## src/rtl/gcd_req_ctrl_if.sv

```systemverilog
// Stream and engine-side signal bundle for gcd_req_ctrl.
// The master modport is the controller; slave is the host/engine/consumer side.
interface gcd_req_ctrl_if #(
   parameter int unsigned WIDTH = 32
);
   logic             in_valid;
   logic             in_ready;
   logic [WIDTH-1:0] in_x;
   logic [WIDTH-1:0] in_y;
   logic [WIDTH-1:0] eng_x;
   logic [WIDTH-1:0] eng_y;
   logic             eng_start;
   logic             eng_ack;
   logic             eng_done;
   logic [WIDTH-1:0] eng_gcd;
   logic             out_valid;
   logic             out_ready;
   logic [WIDTH-1:0] out_gcd;
   logic             out_zero;
   logic             out_timeout;
   logic [15:0]      cnt_ok;
   logic [7:0]       cnt_to;

   modport master (
      input  in_valid, in_x, in_y, eng_done, eng_gcd, out_ready,
      output in_ready, eng_x, eng_y, eng_start, eng_ack,
             out_valid, out_gcd, out_zero, out_timeout, cnt_ok, cnt_to
   );

   modport slave (
      output in_valid, in_x, in_y, eng_done, eng_gcd, out_ready,
      input  in_ready, eng_x, eng_y, eng_start, eng_ack,
             out_valid, out_gcd, out_zero, out_timeout, cnt_ok, cnt_to
   );
endinterface

```

## src/rtl/gcd_req_ctrl.sv

```systemverilog
// Initiator-side controller for the subtractive GCD engine: issues operand pairs,
// resolves zero operands locally, guards each run with a timeout, returns results.
module gcd_req_ctrl #(
   parameter int unsigned WIDTH   = 32,
   parameter int unsigned TIMEOUT = 1024
) (
   input logic            clk,
   input logic            reset,
   gcd_req_ctrl_if.master bus
);
   localparam int unsigned     TW    = $clog2(TIMEOUT) + 1;
   localparam logic [TW-1:0]   TLAST = TW'(TIMEOUT - 1);
   localparam logic [WIDTH-1:0] ZERO = '0;

   typedef enum logic [2:0] {IDLE, ISSUE, WAIT, ACK, RESULT} state_t;

   state_t        state;
   logic [TW-1:0] timer;

   always_ff @(posedge clk) begin
      if (!reset) begin
         state           <= IDLE;
         timer           <= '0;
         bus.in_ready    <= 1'b1;
         bus.eng_x       <= '0;
         bus.eng_y       <= '0;
         bus.eng_start   <= 1'b0;
         bus.eng_ack     <= 1'b0;
         bus.out_valid   <= 1'b0;
         bus.out_gcd     <= '0;
         bus.out_zero    <= 1'b0;
         bus.out_timeout <= 1'b0;
         bus.cnt_ok      <= '0;
         bus.cnt_to      <= '0;
      end else begin
         unique case (state)
            IDLE: begin
               if (bus.in_valid) begin
                  bus.eng_x    <= bus.in_x;
                  bus.eng_y    <= bus.in_y;
                  bus.in_ready <= 1'b0;
                  // The engine never terminates on a zero operand, so answer here.
                  if (bus.in_x == ZERO || bus.in_y == ZERO) begin
                     bus.out_gcd   <= bus.in_x | bus.in_y;
                     bus.out_zero  <= (bus.in_x == ZERO) && (bus.in_y == ZERO);
                     bus.out_valid <= 1'b1;
                     state         <= RESULT;
                  end else begin
                     bus.eng_start <= 1'b1;
                     state         <= ISSUE;
                  end
               end
            end
            ISSUE: begin
               bus.eng_start <= 1'b0;
               timer         <= '0;
               state         <= WAIT;
            end
            WAIT: begin
               timer <= timer + 1'b1;
               if (bus.eng_done) begin
                  bus.out_gcd <= bus.eng_gcd;
                  bus.eng_ack <= 1'b1;
                  state       <= ACK;
               end else if (timer == TLAST) begin
                  bus.out_gcd     <= '0;
                  bus.out_timeout <= 1'b1;
                  bus.eng_ack     <= 1'b1;
                  state           <= ACK;
               end
            end
            ACK: begin
               bus.eng_ack   <= 1'b0;
               bus.out_valid <= 1'b1;
               state         <= RESULT;
            end
            RESULT: begin
               if (bus.out_ready) begin
                  if (bus.out_timeout) begin
                     if (bus.cnt_to != 8'hFF) bus.cnt_to <= bus.cnt_to + 1'b1;
                  end else begin
                     if (bus.cnt_ok != 16'hFFFF) bus.cnt_ok <= bus.cnt_ok + 1'b1;
                  end
                  bus.out_valid   <= 1'b0;
                  bus.out_zero    <= 1'b0;
                  bus.out_timeout <= 1'b0;
                  bus.in_ready    <= 1'b1;
                  state           <= IDLE;
               end
            end
            default: state <= IDLE;
         endcase
      end
   end
endmodule

```

## src/flat_wrapper.sv

```systemverilog
// flat-port wrapper written by rule: the top's interface ports become plain ports
module gcd_req_ctrl_flat 
#(
   parameter int unsigned WIDTH   = 32,
   parameter int unsigned TIMEOUT = 1024
)
  (clk, reset, bus_in_valid, bus_in_x, bus_in_y, bus_eng_done, bus_eng_gcd, bus_out_ready, bus_in_ready, bus_eng_x, bus_eng_y, bus_eng_start, bus_eng_ack, bus_out_valid, bus_out_gcd, bus_out_zero, bus_out_timeout, bus_cnt_ok, bus_cnt_to);
  gcd_req_ctrl_if #(.WIDTH(WIDTH)) bus_i ();
  input logic clk;
  input logic reset;
  input wire logic [$bits(bus_i.in_valid)-1:0] bus_in_valid;
  input wire logic [$bits(bus_i.in_x)-1:0] bus_in_x;
  input wire logic [$bits(bus_i.in_y)-1:0] bus_in_y;
  input wire logic [$bits(bus_i.eng_done)-1:0] bus_eng_done;
  input wire logic [$bits(bus_i.eng_gcd)-1:0] bus_eng_gcd;
  input wire logic [$bits(bus_i.out_ready)-1:0] bus_out_ready;
  output wire logic [$bits(bus_i.in_ready)-1:0] bus_in_ready;
  output wire logic [$bits(bus_i.eng_x)-1:0] bus_eng_x;
  output wire logic [$bits(bus_i.eng_y)-1:0] bus_eng_y;
  output wire logic [$bits(bus_i.eng_start)-1:0] bus_eng_start;
  output wire logic [$bits(bus_i.eng_ack)-1:0] bus_eng_ack;
  output wire logic [$bits(bus_i.out_valid)-1:0] bus_out_valid;
  output wire logic [$bits(bus_i.out_gcd)-1:0] bus_out_gcd;
  output wire logic [$bits(bus_i.out_zero)-1:0] bus_out_zero;
  output wire logic [$bits(bus_i.out_timeout)-1:0] bus_out_timeout;
  output wire logic [$bits(bus_i.cnt_ok)-1:0] bus_cnt_ok;
  output wire logic [$bits(bus_i.cnt_to)-1:0] bus_cnt_to;
  assign bus_i.in_valid = bus_in_valid;
  assign bus_i.in_x = bus_in_x;
  assign bus_i.in_y = bus_in_y;
  assign bus_i.eng_done = bus_eng_done;
  assign bus_i.eng_gcd = bus_eng_gcd;
  assign bus_i.out_ready = bus_out_ready;
  assign bus_in_ready = bus_i.in_ready;
  assign bus_eng_x = bus_i.eng_x;
  assign bus_eng_y = bus_i.eng_y;
  assign bus_eng_start = bus_i.eng_start;
  assign bus_eng_ack = bus_i.eng_ack;
  assign bus_out_valid = bus_i.out_valid;
  assign bus_out_gcd = bus_i.out_gcd;
  assign bus_out_zero = bus_i.out_zero;
  assign bus_out_timeout = bus_i.out_timeout;
  assign bus_cnt_ok = bus_i.cnt_ok;
  assign bus_cnt_to = bus_i.cnt_to;
  gcd_req_ctrl #(.WIDTH(WIDTH), .TIMEOUT(TIMEOUT)) u_core (.clk(clk), .reset(reset), .bus(bus_i));
endmodule
```

## config.mk

```make
export PLATFORM = sky130hd
export DESIGN_NAME = gcd_req_ctrl_flat
export DESIGN_NICKNAME = d
export VERILOG_FILES = /design/src/rtl/gcd_req_ctrl_if.sv /design/src/rtl/gcd_req_ctrl.sv /design/src/flat_wrapper.sv
export SDC_FILE = /design/constraint.sdc
export NUM_CORES = 1
export LEC_CHECK = 0
export CORE_UTILIZATION = 45
export CTS_BUF_LIST = sky130_fd_sc_hd__clkbuf_8
export DETAILED_ROUTE_END_ITERATION = 10
export GPL_TIMING_DRIVEN = 1
export PLACE_DENSITY = 0.88
export SETUP_SLACK_MARGIN = 0.05
export SLEW_MARGIN = 20
export SYNTH_ARGS = -nofsm -noshare
export SYNTH_HDL_FRONTEND = slang
export SYNTH_SLANG_ARGS = --single-unit
```

## constraint.sdc

```tcl
create_clock -name clk -period 4.9 [get_ports clk]
set_input_delay 0.98 -clock clk [delete_from_list [all_inputs] [get_ports clk]]
set_output_delay 0.98 -clock clk [all_outputs]
set_load 0.05 [all_outputs]
```

[Word level (Yosys, flattened, before mapping)]
Cells that the tools add are included.
W data, S select, Z words.
Storage, ports and cells
  register bits after elaboration: 140
  output and inout port bits: 126
  bits of input ports: 101
Cells by class
  mux-type cells: 30
  add/subtract/negate cells: 3
  reductions and logical operators: 23
  eq/ne operators: 14
  bitwise operators: 2
Operator list (count)
  $mux W32: 4
  $logic_not A32 Y1: 2
  $pmux W32 S2: 1
  $or A32 B32 Y32: 1
  $reduce_and A4 Y1: 6
  $pmux W11 S2: 1
  $add A16 B1 Y16 const B: 1
  $ne A16 B16 Y1 const B: 1
  $mux W3: 5
  $pmux W3 S5: 1
  $mux W1: 12
  $reduce_bool A2 Y1: 6
  $add A11 B1 Y11 const B: 1
  $eq A11 B10 Y1 const B: 1
  $pmux W1 S2: 5
  $reduce_and A3 Y1: 3
  $add A8 B1 Y8 const B: 1
  $ne A2 B2 Y1 const B: 4
  $ne A8 B8 Y1 const B: 1
  $eq A3 B2 Y1 const B: 2
  $ne A2 B1 Y1 const B: 2
  $reduce_and A2 Y1: 2
  $eq A3 B1 Y1 const B: 1
  $eq A3 B3 Y1 const B: 1
  other kinds (7): 7

[Depth between registers and ports, before layout]
Gate-level depths: netlist of run 1.
  word-level depth: 5
  gate-level depth with buffers: 8
  mapped depth without buffers: 7

[Worst setup path before layout of run 1]
Ideal clock, no wire load.
  path kind: input-to-reg
  start point: input port bus_out_ready
  end point: register u_core.bus.cnt_ok[12] (netlist bit)
  library setup time: 0.115 ns
  path slack: 2.675 ns
  cell stages on the path: 6
  arrival: 2.110 ns
  data required time: 4.785 ns
  path through: and4bb_1 -> nand2_2 -> nor4_2 -> nand4_1 -> xnor2_1 -> and2_1
Between the ends
  cells in the longest elaborated chain, start to end: 1
Ends and longest elaborated chain
  start: declaration: line flat_wrapper.sv:16  | input wire logic [$bits(bus_i.out_ready)-1:0] bus_out_ready;
  $reduce_and A4 Y1 (no line)
  end signal: assignment: line gcd_req_ctrl.sv:82  | if (bus.cnt_ok != 16'hFFFF) bus.cnt_ok <= bus.cnt_ok + 1'b1;
  end: declaration: line gcd_req_ctrl_if.sv:27  | out_valid, out_gcd, out_zero, out_timeout, cnt_ok, cnt_to
No other way between the ends.
A chain may end at the register's enable or synchronous reset.

[Worst setup path in the final report of run 1]
  start point: input port bus_in_y[31]
  end point: register u_core.bus.out_gcd[27] (netlist bit)
Between the ends
  cells in the longest elaborated chain, start to end: 4
Ends and longest elaborated chain
  start: declaration: line flat_wrapper.sv:13  | input wire logic [$bits(bus_i.in_y)-1:0] bus_in_y;
  $logic_not A32 Y1: line gcd_req_ctrl.sv:43  | if (bus.in_x == ZERO || bus.in_y == ZERO) begin
  $logic_or A1 B1 Y1: line gcd_req_ctrl.sv:43
  $ne A2 B1 Y1 (no line)
  $reduce_and A4 Y1 (no line)
  end signal: assignment: line gcd_req_ctrl.sv:44  | bus.out_gcd <= bus.in_x | bus.in_y;
  end signal: assignment: line gcd_req_ctrl.sv:62  | bus.out_gcd <= bus.eng_gcd;
  end: declaration: line gcd_req_ctrl_if.sv:27
No other way between the ends.

==> flow_summary.ini, run 1 <==
[run_status]
status = finished clean

[floorplan]
die-area_sq_um = 14800
die_width_um = 122
core_sq_um = 13900
num_rows = 43
start_util_pct = 46.3
io_pins = 227
die_h_um = 122

[sta]
finalCritPeriodShare_pct = 64.1
setup_viol = 0
tightest_slew_ns = 0.840
timing.final.crit_period_ns = 3.14
max_freq_ghz = 0.318
setup_tns_ns = 0
maxSlewViolCount = 0
slew_headroom_pct = 43.8
rsz0062_at_grt = no
worst_clock_skew_ns = 0.00733
hold_viol_final = 0

[route]
drc_errors = 0
drt_iter0_markers = 349
antenna_left = 0
num_vias = 6429
drt_wl_total_mm = 19.4
drtPass1Iterations = 5
avgViaCountPerCell = 5.57
post_drt_wl_per_cell_um = 16.8

[global_routing]
antenna_found_initial = 0
grt.overflow.total = 0
first_global_vias = 6057
track_usage_pct = 26.7
grt_max_degree = 74
grt_pass1_wl_mm = 30.5

[cells_and_area]
drive_above_1_share_pct = 8.01
fin_nets = 1069
seq_area_sq_um = 2800
fin_cells = 1154
multi_input_area_sq_um = 3380
area_growth_pct = 40.7
postLayoutCellArea_sq_um = 9070
finish.utilization_pct = 65.1
antenna_cells = 0
nFillCells = 1145

[power]
power_leakage_nw = 3.23
vdd_ir_drop_max_mv = 0.239
p_total_w = 0.00354
p_per_area_nw_per_um2 = 390

[critical_path]
crit_slowest_cell = nor4_1
critical_path_class = input pin to register
r2r-start = u_core.state[1]
worst_r2r_path_depth = 6
startpoint_type = input pin
critPathArrivalTime_ns = 3.52
worstSetupEndpointType = register
slowest_delay_ns = 0.61
crit_chain = clkdlybuf4s50_1, nor4_1, nand4_1, nor2_1, o21ai_4, and2_4, o21ai_2
setup.reg_to_reg.worst_slack_ns = 2.32
worstPathMaxFanout = 33
critical_path_required_ns = 5.28
r2r-end = u_core.bus.out_timeout

[cts]
worstSkewPairLatency_ns = 0.45
max-clock-path-buffers = 2
cts_sinks = 140
postCtsHoldBufs = 0
tritoncts = yes
cts-root-buf = clkbuf_8
cts_buffers = 17
clk_pin_slew_ns = 0.07
ctsResizeCount = 0
post_cts_buffers = 0
h-tree-depth = 4

[yosys]
syn_area_sq_um = 6440
yosysWarnings = 0
yosys.area.top_type = dfxtp_1
synth_top_cell_area_share_pct = 43.5
ys_seq_area_share_pct = 43.5
synth_edf_count = 0
syn-num-nets = 875
syn_inst = 771
synth_seq_cells = 140
async_flop_share_pct = 0
syn_avg_cell_area_sq_um = 8.36
synth.area.top_cells = dfxtp_1, nand2_1, a21boi_1
synth_ff_type = dfxtp_1
synth.most_common_cell = nand2_1
synth_cell_type_count = 54
synthTopCellsByCount = nand2_1, dfxtp_1, nand4_1, a21boi_1, clkbuf_1

[min_path]
hp-class = register to register
hold_end = u_core.bus.eng_x[17]
hold_depth = 2
min_from = u_core.bus.eng_x[17]

[placed_design]
place_inst = 1126
port_buffers = 226
place_area_sq_um = 8740
gp_congestion = 0.848
dpl.hpwl_mm = 13.9

[run]
maxCapViolations = 0
cells in the final DEF (no fill, tap or decap), types with 7 or more instances in the layout:
| cell type | count |
|---|---|
| clkdlybuf4s50_1 | 225 |
| nand2_1 | 218 |
| dfxtp_1 | 140 |
| nand4_1 | 46 |
| a21boi_1 | 42 |
| o311ai_0 | 32 |
| o21ai_2 | 30 |
| a21boi_0 | 24 |
| and2_1 | 22 |
| clkbuf_8 | 22 |
| nor4_1 | 19 |
| nand3_1 | 17 |
| o21ai_0 | 15 |
| nor2_1 | 13 |
| xnor2_1 | 13 |
| inv_1 | 9 |
| buf_4 | 9 |
| o21ai_1 | 7 |
power by group:
group	switching (W)	leakage, nW	total [W]	internal [W]
sequential	0.0000828	1.14	0.00136	0.00128
clock	0.000406	0.187	0.000803	0.000397
combinational	0.000926	1.90	0.00137	0.000447
worst max-delay path by stage:
stage | endpoint | startpoint | slack, ns | cells after the start
floorplan | u_core.bus.cnt_ok[12] | bus_out_ready | 2.68 | 6
global placement | u_core.bus.out_gcd[15] | bus_in_y[31] | 1.29 | 7
detailed placement | u_core.bus.out_gcd[4] | bus_in_y[31] | 1.22 | 7
CTS | u_core.bus.out_gcd[4] | bus_in_y[31] | 1.70 | 7
global route | u_core.bus.out_gcd[31] | bus_in_y[31] | 1.51 | 7
finish | u_core.bus.out_gcd[27] | bus_in_y[31] | 1.76 | 7
metrics by stage:
step,setup WS (ns),hold WS (ns)
4_1_cts,1.70,0.454
5_1_grt,1.51,0.473
2_1_floorplan,2.68,0.513
3_5_place_dp,1.22,0.445
3_3_place_gp,1.29,0.435
6_report,1.76,0.453
cell families after synthesis:
logic type / Yosys count / share of synthesized area [%]
mux: 3 / 0.485
flops: 140 / 43.5
simple gates: 372 / 27.8
buf+inv: 64 / 4.41
xor+xnor: 18 / 2.45
compound gates: 171 / 20.8
fa+ha+maj: 3 / 0.582
routing by layer:
metal / vias up / global-route usage, % / routed length, um
met5: - / 0 / 0
met4: 0 / 11.3 / 515
met3: 43 / 8.85 / 1720
met2: 248 / 43.1 / 9190
met1: 3029 / 32.3 / 7920
li1: 3109 / - / -
worst max-delay path, delay by kind of cell:
family          cells  cell delay [ns]
buf+inv             1             0.46
simple gates        4             1.55
compound gates      2             0.49
final cells by class:
cell class                 count  share of cell area, %
tap                          180                   2.48
clock buffer                  22                   3.34
sequential                   140                   30.9
inverter                       5                  0.207
timing repair buffer         234                   25.6
multi-input combinational    567                   37.2
clock inverter                 6                  0.276
flip-flops by register name, indices dropped and copies added (netlist names):
register,flops
u_core.bus.cnt_to,8
u_core.bus.eng_y,32
u_core.bus.in_ready,1
u_core.bus.out_valid,1
u_core.bus.eng_x,32
u_core.bus.eng_ack,1
u_core.state,3
u_core.timer,11
u_core.bus.out_zero,1
u_core.bus.out_timeout,1
u_core.bus.eng_start,1
u_core.bus.out_gcd,32
u_core.bus.cnt_ok,16
Power figures use the tool's default switching activity.
==> run 2: changes to the inputs <==
Settings changed: CORE_UTILIZATION 45 to 42, PLACE_DENSITY 0.88 to 0.86.
Clock period 4.9 ns to 2.7 ns, I/O delays scaled along.
==> run 2 against run 1 <==
Net effect: cell count up 1.6%; clock power is 120% higher; critical endpoint is now u_core.bus.out_gcd[15]; non-clock buffer count up 11; setup slack got worse by 1.4 ns; power rose by 92%; critical path type unchanged; register-to-register slack worse by 1.8 ns; die area rose by 7.0%; largest power group unchanged; combinational power rose by 86%; via count up 1.4%; sequential cell count did not move; sequential power grew 81%; first-iteration DRC count up 21%.
==> flow_summary.ini, run 2 (same netlist as run 1, synthesis figures left out) <==
[critical_path]
cp.buffers_inverters = 2
critical_path_required_ns = 3.07
worstPathMaxFanout = 32
slowest_delay_ns = 0.54
cp_top_family = simple AND/OR/NAND/NOR gates
critical_path_class = input pin to register
crit_slowest_cell = nor4_1
worstSetupEndpointType = register
startpoint_type = input pin
crit_chain = clkdlybuf4s50_1, nor4_1, nand4_1, nor2_1, buf_4, o21ai_4, and2_4, o21ai_2
critPathArrivalTime_ns = 2.70

[route]
drt_iter0_markers = 421
drc_errors = 0
drt_wl_total_mm = 19.8
num_vias = 6517
drtPass1Iterations = 6
avgViaCountPerCell = 5.56
post_drt_wl_per_cell_um = 16.9
antenna_left = 0

[floorplan]
die-area_sq_um = 15800
die_h_um = 126
num_rows = 44
core_sq_um = 14800
die_width_um = 126
io_pins = 227
start_util_pct = 43.7

[cells_and_area]
seq_area_sq_um = 2800
antenna_cells = 0
multi_input_area_sq_um = 3380
fin_nets = 1080
nFillCells = 1272
final_cell_mix = clkdlybuf4s50_1, nand2_1, dfxtp_1, nand4_1, a21boi_1
drive_above_1_share_pct = 9.40
reg.largest.list = u_core.bus.eng_x: 32 flops, u_core.bus.eng_y: 32 flops, u_core.bus.out_gcd: 32 flops
layout_commonest_cell = clkdlybuf4s50_1
area_growth_pct = 44.2

[power]
p_total_w = 0.00678
pwr-share-clk_pct = 26.1
comb_power_share_pct = 37.6
power_frac_seq_pct = 36.3
power_leakage_nw = 3.34
vdd_ir_drop_max_mv = 0.475
switchingPower_w = 0.00262
p_per_area_nw_per_um2 = 730
p_int_w = 0.00416
swShare_pct = 38.7

[sta]
setup_viol = 0
tightest_slew_ns = 0.672
holdWs_ns = 0.454
timing.final.ws_setup_ns = 0.373
finalCritPeriodShare_pct = 86.2
worst_clock_skew_ns = 0.0136
slew_headroom_pct = 55.2
maxSlewViolCount = 0
hold_viol_final = 0
max_freq_ghz = 0.430
rsz0062_at_grt = no
timing.final.crit_period_ns = 2.33

[global_routing]
grt_use_met3_pct = 9.47
first_global_vias = 6069
grt.overflow.total = 0
track_usage_pct = 25.0
grtUsageMet1_pct = 30.3
busiest_layer = met2
use_met2_pct = 40.7
grt_pass1_wl_mm = 31.5
grt_max_degree = 75
antenna_found_initial = 0

[cts]
cts_sinks = 140
max-clock-path-buffers = 2
post_cts_buffers = 0
worstSkewPairLatency_ns = 0.45
h-tree-depth = 4
cts_buffers = 17
clk_pin_slew_ns = 0.07
ctsResizeCount = 0
cts-root-buf = clkbuf_8
tritoncts = yes
postCtsHoldBufs = 0

[placed_design]
dpl.hpwl_mm = 14.0
place_ws_ns = -0.0801
gp_congestion = 0.826
port_buffers = 226

[run_status]
status = finished clean

[run]
maxCapViolations = 0

[min_path]
hp-class = register to register
run 2: changes by cell type in the layout (fill, tap and decap cells not counted), sizes merged:
cell / previous run / this run
buf: 9 / 20
clkbuf: 22 / 21
bufinv: 0 / 3
clkinv: 2 / 4
run 2: area by class of cell:
type                    instances  area share [%]
repair buffers                245            26.4
clock inverters                11            1.35
flip-flops and latches        140            30.2
multi-input cells             567            36.3
clock buffers                  21            3.11
well taps                     184            2.48
inverters                       5           0.202
run 2: path summary, 6_finish.rpt:
kind | startpoint | end | slack (ns) | cells past startpoint
setup reg to reg | u_core.state[2] | u_core.bus.out_gcd[26] | 0.56 | 6
hold / removal | u_core.bus.eng_x[30] | u_core.bus.eng_x[30] | 0.45 | 2
setup / recovery | bus_in_y[23] | u_core.bus.out_gcd[15] | 0.37 | 8
hold reg to reg | u_core.bus.eng_x[30] | u_core.bus.eng_x[30] | 0.45 | 2
run 2: through the flow:
| step | util [%] | TNS, ns | std cells | cell area (sq um) |
|---|---|---|---|---|
| detailed placement | 60.2 | -2.05 | 1141 | 8880 |
| global route | 63.0 | 0 | 1173 | 9290 |
| floorplan | - | 0 | 771 | 6440 |
| finish | 63.0 | 0 | 1173 | 9290 |
| global placement | 60.2 | -1.07 | 1141 | 8880 |
| CTS | 63.0 | 0 | 1173 | 9290 |
run 2: power by group through the flow:
| stage | combinational, W | clock, W | sequential, W |
|---|---|---|---|
| 3_5_place_dp | 0.00255 | 0 | 0.00250 |
| 5_1_grt | 0.00270 | 0.00189 | 0.00249 |
| 3_3_place_gp | 0.00253 | 0 | 0.00250 |
| 4_1_cts | 0.00256 | 0.00180 | 0.00246 |
| 2_1_floorplan | 0.000843 | 0 | 0.00331 |
| 6_report | 0.00255 | 0.00177 | 0.00246 |
run 2: per-layer routing:
metal	part of all wire, %	vias to the layer above
li1	-	3140
met1	41	3066
met2	48	283
met3	9.4	28
met4	1.8	0
met5	0	-
run 2: worst register-to-register path: stages (launching register included):
cell and delay [ns]:
dfxtp_1 0.44, nor3b_4 0.29, buf_4 0.59, nand2b_1 0.16
buf_4 0.28, nand4_1 0.19, o21ai_2 0.07
==> run 3: changes to the inputs <==
Settings changed: GPL_TIMING_DRIVEN 1 to not set.
==> results of run 3 <==
Same layout as run 2: the final DEF is identical, and so are final timing and power.
